===== config.mk =====
export PLATFORM = sky130hd
export DESIGN_NAME = par_serializer
export DESIGN_NICKNAME = d
export VERILOG_FILES = /design/src/rtl/ser_pkg.sv /design/src/rtl/ser_parity_calc.sv /design/src/rtl/par_serializer.sv
export SDC_FILE = /design/constraint.sdc
export NUM_CORES = 1
export LEC_CHECK = 0
export CAP_MARGIN = 20
export CORE_ASPECT_RATIO = 0.7
export CORE_MARGIN = 2
export CORE_UTILIZATION = 30
export CTS_CLUSTER_DIAMETER = 120
export DETAILED_ROUTE_END_ITERATION = 16
export PLACE_DENSITY = 0.48
export SLEW_MARGIN = 10
export SYNTH_ARGS = -nofsm -noshare
export SYNTH_HDL_FRONTEND = slang
export SYNTH_SLANG_ARGS = --single-unit

===== constraint.sdc =====
create_clock -name clk -period 1.6 [get_ports clk]
set_input_delay 0.32 -clock clk [delete_from_list [all_inputs] [get_ports clk]]
set_output_delay 0.32 -clock clk [all_outputs]
set_load 0.05 [all_outputs]

===== src/rtl/ser_pkg.sv =====
// Shared constants and helpers for the UART TX parallel-to-serial path.
// Optional parity generation is enabled with the SER_PARITY_EN macro.
package ser_pkg;

  localparam logic PAR_EVEN = 1'b0;
  localparam logic PAR_ODD  = 1'b1;

  localparam int LSB_FIRST       = 0;
  localparam int MSB_FIRST_ORDER = 1;

  function automatic int cnt_width(input int w);
    return (w <= 2) ? 1 : $clog2(w);
  endfunction

endpackage


===== src/rtl/ser_parity_calc.sv =====
// Combinational parity of a word; type 0 = even, 1 = odd.
// Only instantiated when SER_PARITY_EN is defined.
module ser_parity_calc
  import ser_pkg::*;
#(
  parameter int DATA_WIDTH = 8
) (
  input  logic [DATA_WIDTH-1:0] word_i,
  input  logic                  type_i,
  output logic                  par_o
);

  assign par_o = (^word_i) ^ (type_i == PAR_ODD);

endmodule


===== src/rtl/par_serializer.sv =====
// Double-buffered parallel-to-serial converter for the UART TX path.
// Define SER_PARITY_EN to add the par_type/par_bit parity ports.
module par_serializer
  import ser_pkg::*;
#(
  parameter int DATA_WIDTH = 8,
  parameter int MSB_FIRST  = 0
) (
  input  logic                  clk,
  input  logic                  rst_n,
  input  logic                  data_valid,
  input  logic                  busy,
  input  logic [DATA_WIDTH-1:0] data_in,
  input  logic                  ser_en,
  output logic                  ser_data,
  output logic                  ser_done,
  output logic                  ser_active
`ifdef SER_PARITY_EN
  ,
  input  logic                  par_type,
  output logic                  par_bit
`endif
);

  localparam int CW = cnt_width(DATA_WIDTH);
  localparam logic [CW-1:0] LAST = CW'(DATA_WIDTH - 1);
  localparam logic [CW-1:0] ONE  = CW'(1);

  logic [DATA_WIDTH-1:0] hold_q, hold_d;
  logic [DATA_WIDTH-1:0] frame_q, frame_d;
  logic [CW-1:0]         cnt_q, cnt_d;
  logic                  data_q, data_d;
  logic                  done_q, done_d;
  logic [CW-1:0]         sel;
  logic                  first_bit;
  logic                  start;

  assign start = ser_en && (cnt_q == '0);

  assign first_bit = (MSB_FIRST == MSB_FIRST_ORDER)
                   ? hold_q[DATA_WIDTH-1]
                   : hold_q[0];

  assign sel = (MSB_FIRST == MSB_FIRST_ORDER)
             ? LAST - cnt_q
             : cnt_q;

  always_comb begin
    hold_d  = hold_q;
    frame_d = frame_q;
    cnt_d   = '0;
    data_d  = 1'b0;
    done_d  = 1'b0;
    if (data_valid && !busy)
      hold_d = data_in;
    if (ser_en) begin
      if (cnt_q == '0) begin
        // frame takes the pre-load word; a same-edge load waits
        frame_d = hold_q;
        data_d  = first_bit;
        cnt_d   = ONE;
      end else begin
        data_d = frame_q[sel];
        if (cnt_q == LAST) begin
          done_d = 1'b1;
          cnt_d  = '0;
        end else begin
          cnt_d = cnt_q + ONE;
        end
      end
    end
  end

  always_ff @(posedge clk or negedge rst_n) begin
    if (!rst_n) begin
      hold_q  <= '0;
      frame_q <= '0;
      cnt_q   <= '0;
      data_q  <= 1'b0;
      done_q  <= 1'b0;
    end else begin
      hold_q  <= hold_d;
      frame_q <= frame_d;
      cnt_q   <= cnt_d;
      data_q  <= data_d;
      done_q  <= done_d;
    end
  end

  assign ser_data   = data_q;
  assign ser_done   = done_q;
  assign ser_active = (cnt_q != '0);

`ifdef SER_PARITY_EN
  logic par_calc;
  logic par_q;

  ser_parity_calc #(
    .DATA_WIDTH(DATA_WIDTH)
  ) u_par (
    .word_i(hold_q),
    .type_i(par_type),
    .par_o (par_calc)
  );

  always_ff @(posedge clk or negedge rst_n) begin
    if (!rst_n)
      par_q <= 1'b0;
    else if (start)
      par_q <= par_calc;
  end

  assign par_bit = par_q;
`else
  logic unused_start;
  assign unused_start = start;
`endif

endmodule


======== Word-level counts from Yosys, hierarchy flattened ========
Index checks and enable logic that the tools add are counted.
W data, S select, Z words.
storage, ports and cells
  flip-flop bits (word level) ............. 21
  input bits .............................. 13
  logic and storage cells ................. 23
operators by class
  $add $sub $neg .......................... 1
  order comparisons ....................... 1
  equal/unequal tests ..................... 1
  multiplexer cells ....................... 10
  reductions and logical operators ........ 5
operators by type and width
  operator               count
  $mux W3                3
  $mux W1                6
  $lt A3 B4 Y1 const B   1
  $add A3 B1 Y3 const B  1
  $bmux W1 S3            1
  $eq A3 B3 Y1 const B   1
  $logic_not A3 Y1       1
  $reduce_bool A3 Y1     1
  $reduce_and A2 Y1      1
  $logic_and A1 B1 Y1    1
  $logic_not A1 Y1       1

======== Depth between registers and ports, before layout ========
  depth after elaboration ................. 4
  gate-level depth with buffers ........... 5
  gate-level depth less buffers ........... 5

======== Worst setup path after synthesis ========
Ideal clock, no wire load.
  kind .................................... reg-to-reg
  from .................................... register cnt_q[0]
  to ...................................... register data_q (netlist: ser_data)
  setup time .............................. 0.101 ns
  arrival time ............................ 1.548 ns
  data required time ...................... 1.499 ns
  path slack .............................. -0.049 ns
  cell stages (with the launch flop) ...... 6
  period minus slack after synthesis ...... 1.649 ns
  path through ............................ dfrtp_1 -> inv_1 -> ha_1 -> nand2b_1 -> o311ai_0 -> o32ai_1
on the way
  longest elaborated chain between the ends .. 4
RTL lines
  what                           line                  source
  start, declared                par_serializer.sv:31  logic [CW-1:0] cnt_q, cnt_d;
  start signal, assigned         par_serializer.sv:84  cnt_q <= cnt_d;
  $bmux W1 S3                    par_serializer.sv:63  data_d = frame_q[sel];
  $mux W1 (implied by the code)  par_serializer.sv:63
  $mux W1 *                      par_serializer.sv:57  if (cnt_q == '0) begin
  $mux W1 *                      par_serializer.sv:56  if (ser_en) begin
  net data_d                     par_serializer.sv:32  logic data_q, data_d;
  end signal, assigned           par_serializer.sv:85  data_q <= data_d;
  end, declared                  par_serializer.sv:32
Mark *: on every way through the listed nets, which the timed path passes. The rest lies on a longest branch. The select of a mux whose other input is x is not followed.
A chain may end at the register's enable or synchronous reset.

======== Final worst setup path ========
  from .................................... register cnt_q[0]
  to ...................................... output port ser_active
on the way
  longest elaborated chain between the ends .. 1
RTL lines
  what                line                  source
  $reduce_bool A3 Y1  par_serializer.sv:92  assign ser_active = (cnt_q != '0);
  end, declared       par_serializer.sv:17  output logic ser_active
Every way passes these cells.

==> impl_metrics.json <==
{
  "period_share_pct": 96.3,
  "async_flop_share_pct": 100,
  "routed_via_density": 4.49,
  "diodes": 0,
  "wl_per_cell_um": 13.1,
  "synth_common_cells": "dfrtp_1 (21), mux2_2 (15), inv_1 (4)",
  "fin_skew_ns": 0.00167,
  "design.core.area_um2": 2800,
  "yosys_warnings": 0,
  "start_kind": "flop",
  "cts_sinks": 21,
  "regToRegEndpoint": "ser_data$_DFF_PN0_",
  "ys_top_cells_by_area": "dfrtp_1 (60%), mux2_2 (19%), ha_1 (4.3%)",
  "filler_cell_count": 272,
  "hold_violations": 0,
  "p_int_uw": 1030,
  "cp.arrival_ns": 1.22,
  "dp_hpwl_um": 1200,
  "tightest_slew_ns": 0.402,
  "period_minus_slack_ns": 1.54,
  "grt_overflow_total": 0,
  "path_clk_slew_ns": 0.08,
  "grt_pass1_wl_um": 2750,
  "die_w_um": 68.8,
  "hold_class": "in -> async",
  "portBuffers": 15,
  "finalSetupViolCount": 0,
  "firstDrtPassIters": 2,
  "gp_congestion": 0.715,
  "clkPwrFrac_pct": 24.5,
  "ys_ff_latch": 21,
  "synth-main-ff-cell": "dfrtp_1",
  "drtIter0Drc": 36,
  "seq_power_share_pct": 51.0,
  "setup_tns_ns": 0,
  "ir_worst_vdd_mv": 0.419,
  "r2r-start": "cnt_q[0]$_DFF_PN0_",
  "nets": 103,
  "htreeDepth": 1,
  "cp-end-kind": "primary output",
  "synth_cell_types": 17,
  "crit_fanout": 6,
  "run_status": "finished clean",
  "ant_nets": 0,
  "grt_antenna_before_repair": 0,
  "synth_top_area_cell": "dfrtp_1",
  "cap_violations": 0,
  "rows": 16,
  "p_sw_share_pct": 26.9,
  "synth_most_common_cell": "dfrtp_1",
  "vias": 548,
  "drc": 0,
  "final_layout_size_suffix_gt1_share_pct": 36.0,
  "synth_top_area_share_pct": 59.6,
  "clock_latency_ns": 0.26,
  "r2r_cells": 4,
  "synth_cells": 62,
  "clock.fmax_ghz": 0.649,
  "cts_buffer_depth": 2,
  "syn_area_per_cell_um2": 14.2,
  "final_util_pct": 42.1,
  "dieArea_um2": 3400,
  "pwr-share-comb_pct": 24.5,
  "synthesis.nets": 78,
  "die_y_um": 49.4,
  "synth_edf_count": 0,
  "grt_max_degree": 22,
  "worstPathRequired_ns": 1.28,
  "numCtsBuffers": 3,
  "seq_area_frac_synth_pct": 59.6,
  "leakage_uw": 0.000524,
  "grt_pass1_vias": 555,
  "relSlewSlack_pct": 72.5,
  "slew_viol_final": 0,
  "power_switching_uw": 377,
  "critical_path_class": "reg -> out",
  "netlist_area_um2": 882,
  "regToRegSetupSlack_ns": 0.18,
  "cts_root_buf": "clkbuf_8",
  "synthToLayoutAreaGrowth_pct": 33.8,
  "floorplan.initialDensity_pct": 31.5,
  "grt_use_total_pct": 11.4,
  "powerDensity_nw_per_um2": 1190,
  "cts_tree": "yes",
  "ios": 16,
  "rsz0062_at_grt": "no",
  "wl_um": 1600
}
layout make-up:
cell class	count	area (um^2)	area share, %
Multi-Input combinational cell	36	347	29.4
Clock inverter	1	5.00	0.424
Sequential cell	21	527	44.6
Inverter	4	15.0	1.27
Clock buffer	3	41.3	3.50
Timing Repair Buffer	21	200	17.0
Tap cell	36	45.0	3.82
cells in the final DEF (no fill, tap or decap), types with 2 or more instances in the layout:
cell	count
clkdlybuf4s50_1	12
inv_1	4
o21ai_0	3
and2_1	2
ha_1	2
nand2_1	2
clkbuf_8	3
and3_1	2
dfrtp_1	20
buf_4	8
nor2b_1	2
mux2_2	15
logic make-up after synthesis:
group / synth area share, %
flip-flops: 59.6
multiplexers: 22.1
AND/OR/NAND/NOR: 7.09
AO/OA/AOI/OAI: 4.68
buffers and inverters: 2.27
adder cells (fa/ha/maj): 4.26
worst max-delay path, cell delays in order, from the launching register on:
cell and delay (ns):
dfrtp_2 0.45, inv_1 0.08, ha_2 0.20, nand2b_4 0.08
buf_12 0.15
worst max path at each step:
| stage | from | to | slack, ns | cells past startpoint |
|---|---|---|---|---|
| 4_1_cts | cnt_q[0]$_DFF_PN0_ | ser_active | 0.01 | 4 |
| 3_3_place_gp | data_valid | hold_q[5]$_DFFE_PN0P_ | 0.07 | 4 |
| 3_5_place_dp | data_valid | hold_q[3]$_DFFE_PN0P_ | 0.06 | 4 |
| 2_1_floorplan | cnt_q[0]$_DFF_PN0_ | frame_q[1]$_DFFE_PN0P_ | 0.16 | 4 |
| 5_1_grt | cnt_q[0]$_DFF_PN0_ | ser_active | 0.004 | 4 |
| 6_report | cnt_q[0]$_DFF_PN0_ | ser_active | 0.06 | 4 |
repair_timing:
item | in CTS | in global routing
gates cloned | 0 | 0
setup endpoints to repair | 1 | 1
buffers inserted | 0 | 2
hold buffers | 0 | 0
gates resized for setup | 1 | 2
sequential cells by signal, indices dropped and copies added (netlist names):
| name | count |
|---|---|
| ser_done | 1 |
| cnt_q | 3 |
| ser_data | 1 |
| frame_q | 8 |
| hold_q | 8 |
power by group through the flow:
stage               Sequential [uW]  Clock, uW  Combinational, uW
floorplan                       720          0                198
global placement                726          0                321
detailed placement              730          0                328
CTS                             720        363                331
global route                    734        388                382
finish                          715        344                344
per-stage QoR:
stage	area, um^2	cells	power (uW)	setup slack (ns)	hold slack, ns
global route	1180	122	1500	0.00378	0.426
detailed placement	1110	116	1060	0.0567	0.488
global placement	1110	116	1050	0.0736	0.479
finish	1180	122	1400	0.0586	0.397
floorplan	885	62	918	0.164	0.0244
CTS	1160	120	1410	0.0145	0.399
metal layers:
layer | GRT usage, % | routed length, um | up-vias
li1 | - | - | 270
met1 | 16.7 | 831 | 258
met2 | 14.9 | 635 | 18
met3 | 5.54 | 115 | 2
met4 | 2.94 | 13 | 0
met5 | 0 | 0 | -
Note: power is estimated with default switching activity, not from simulation.
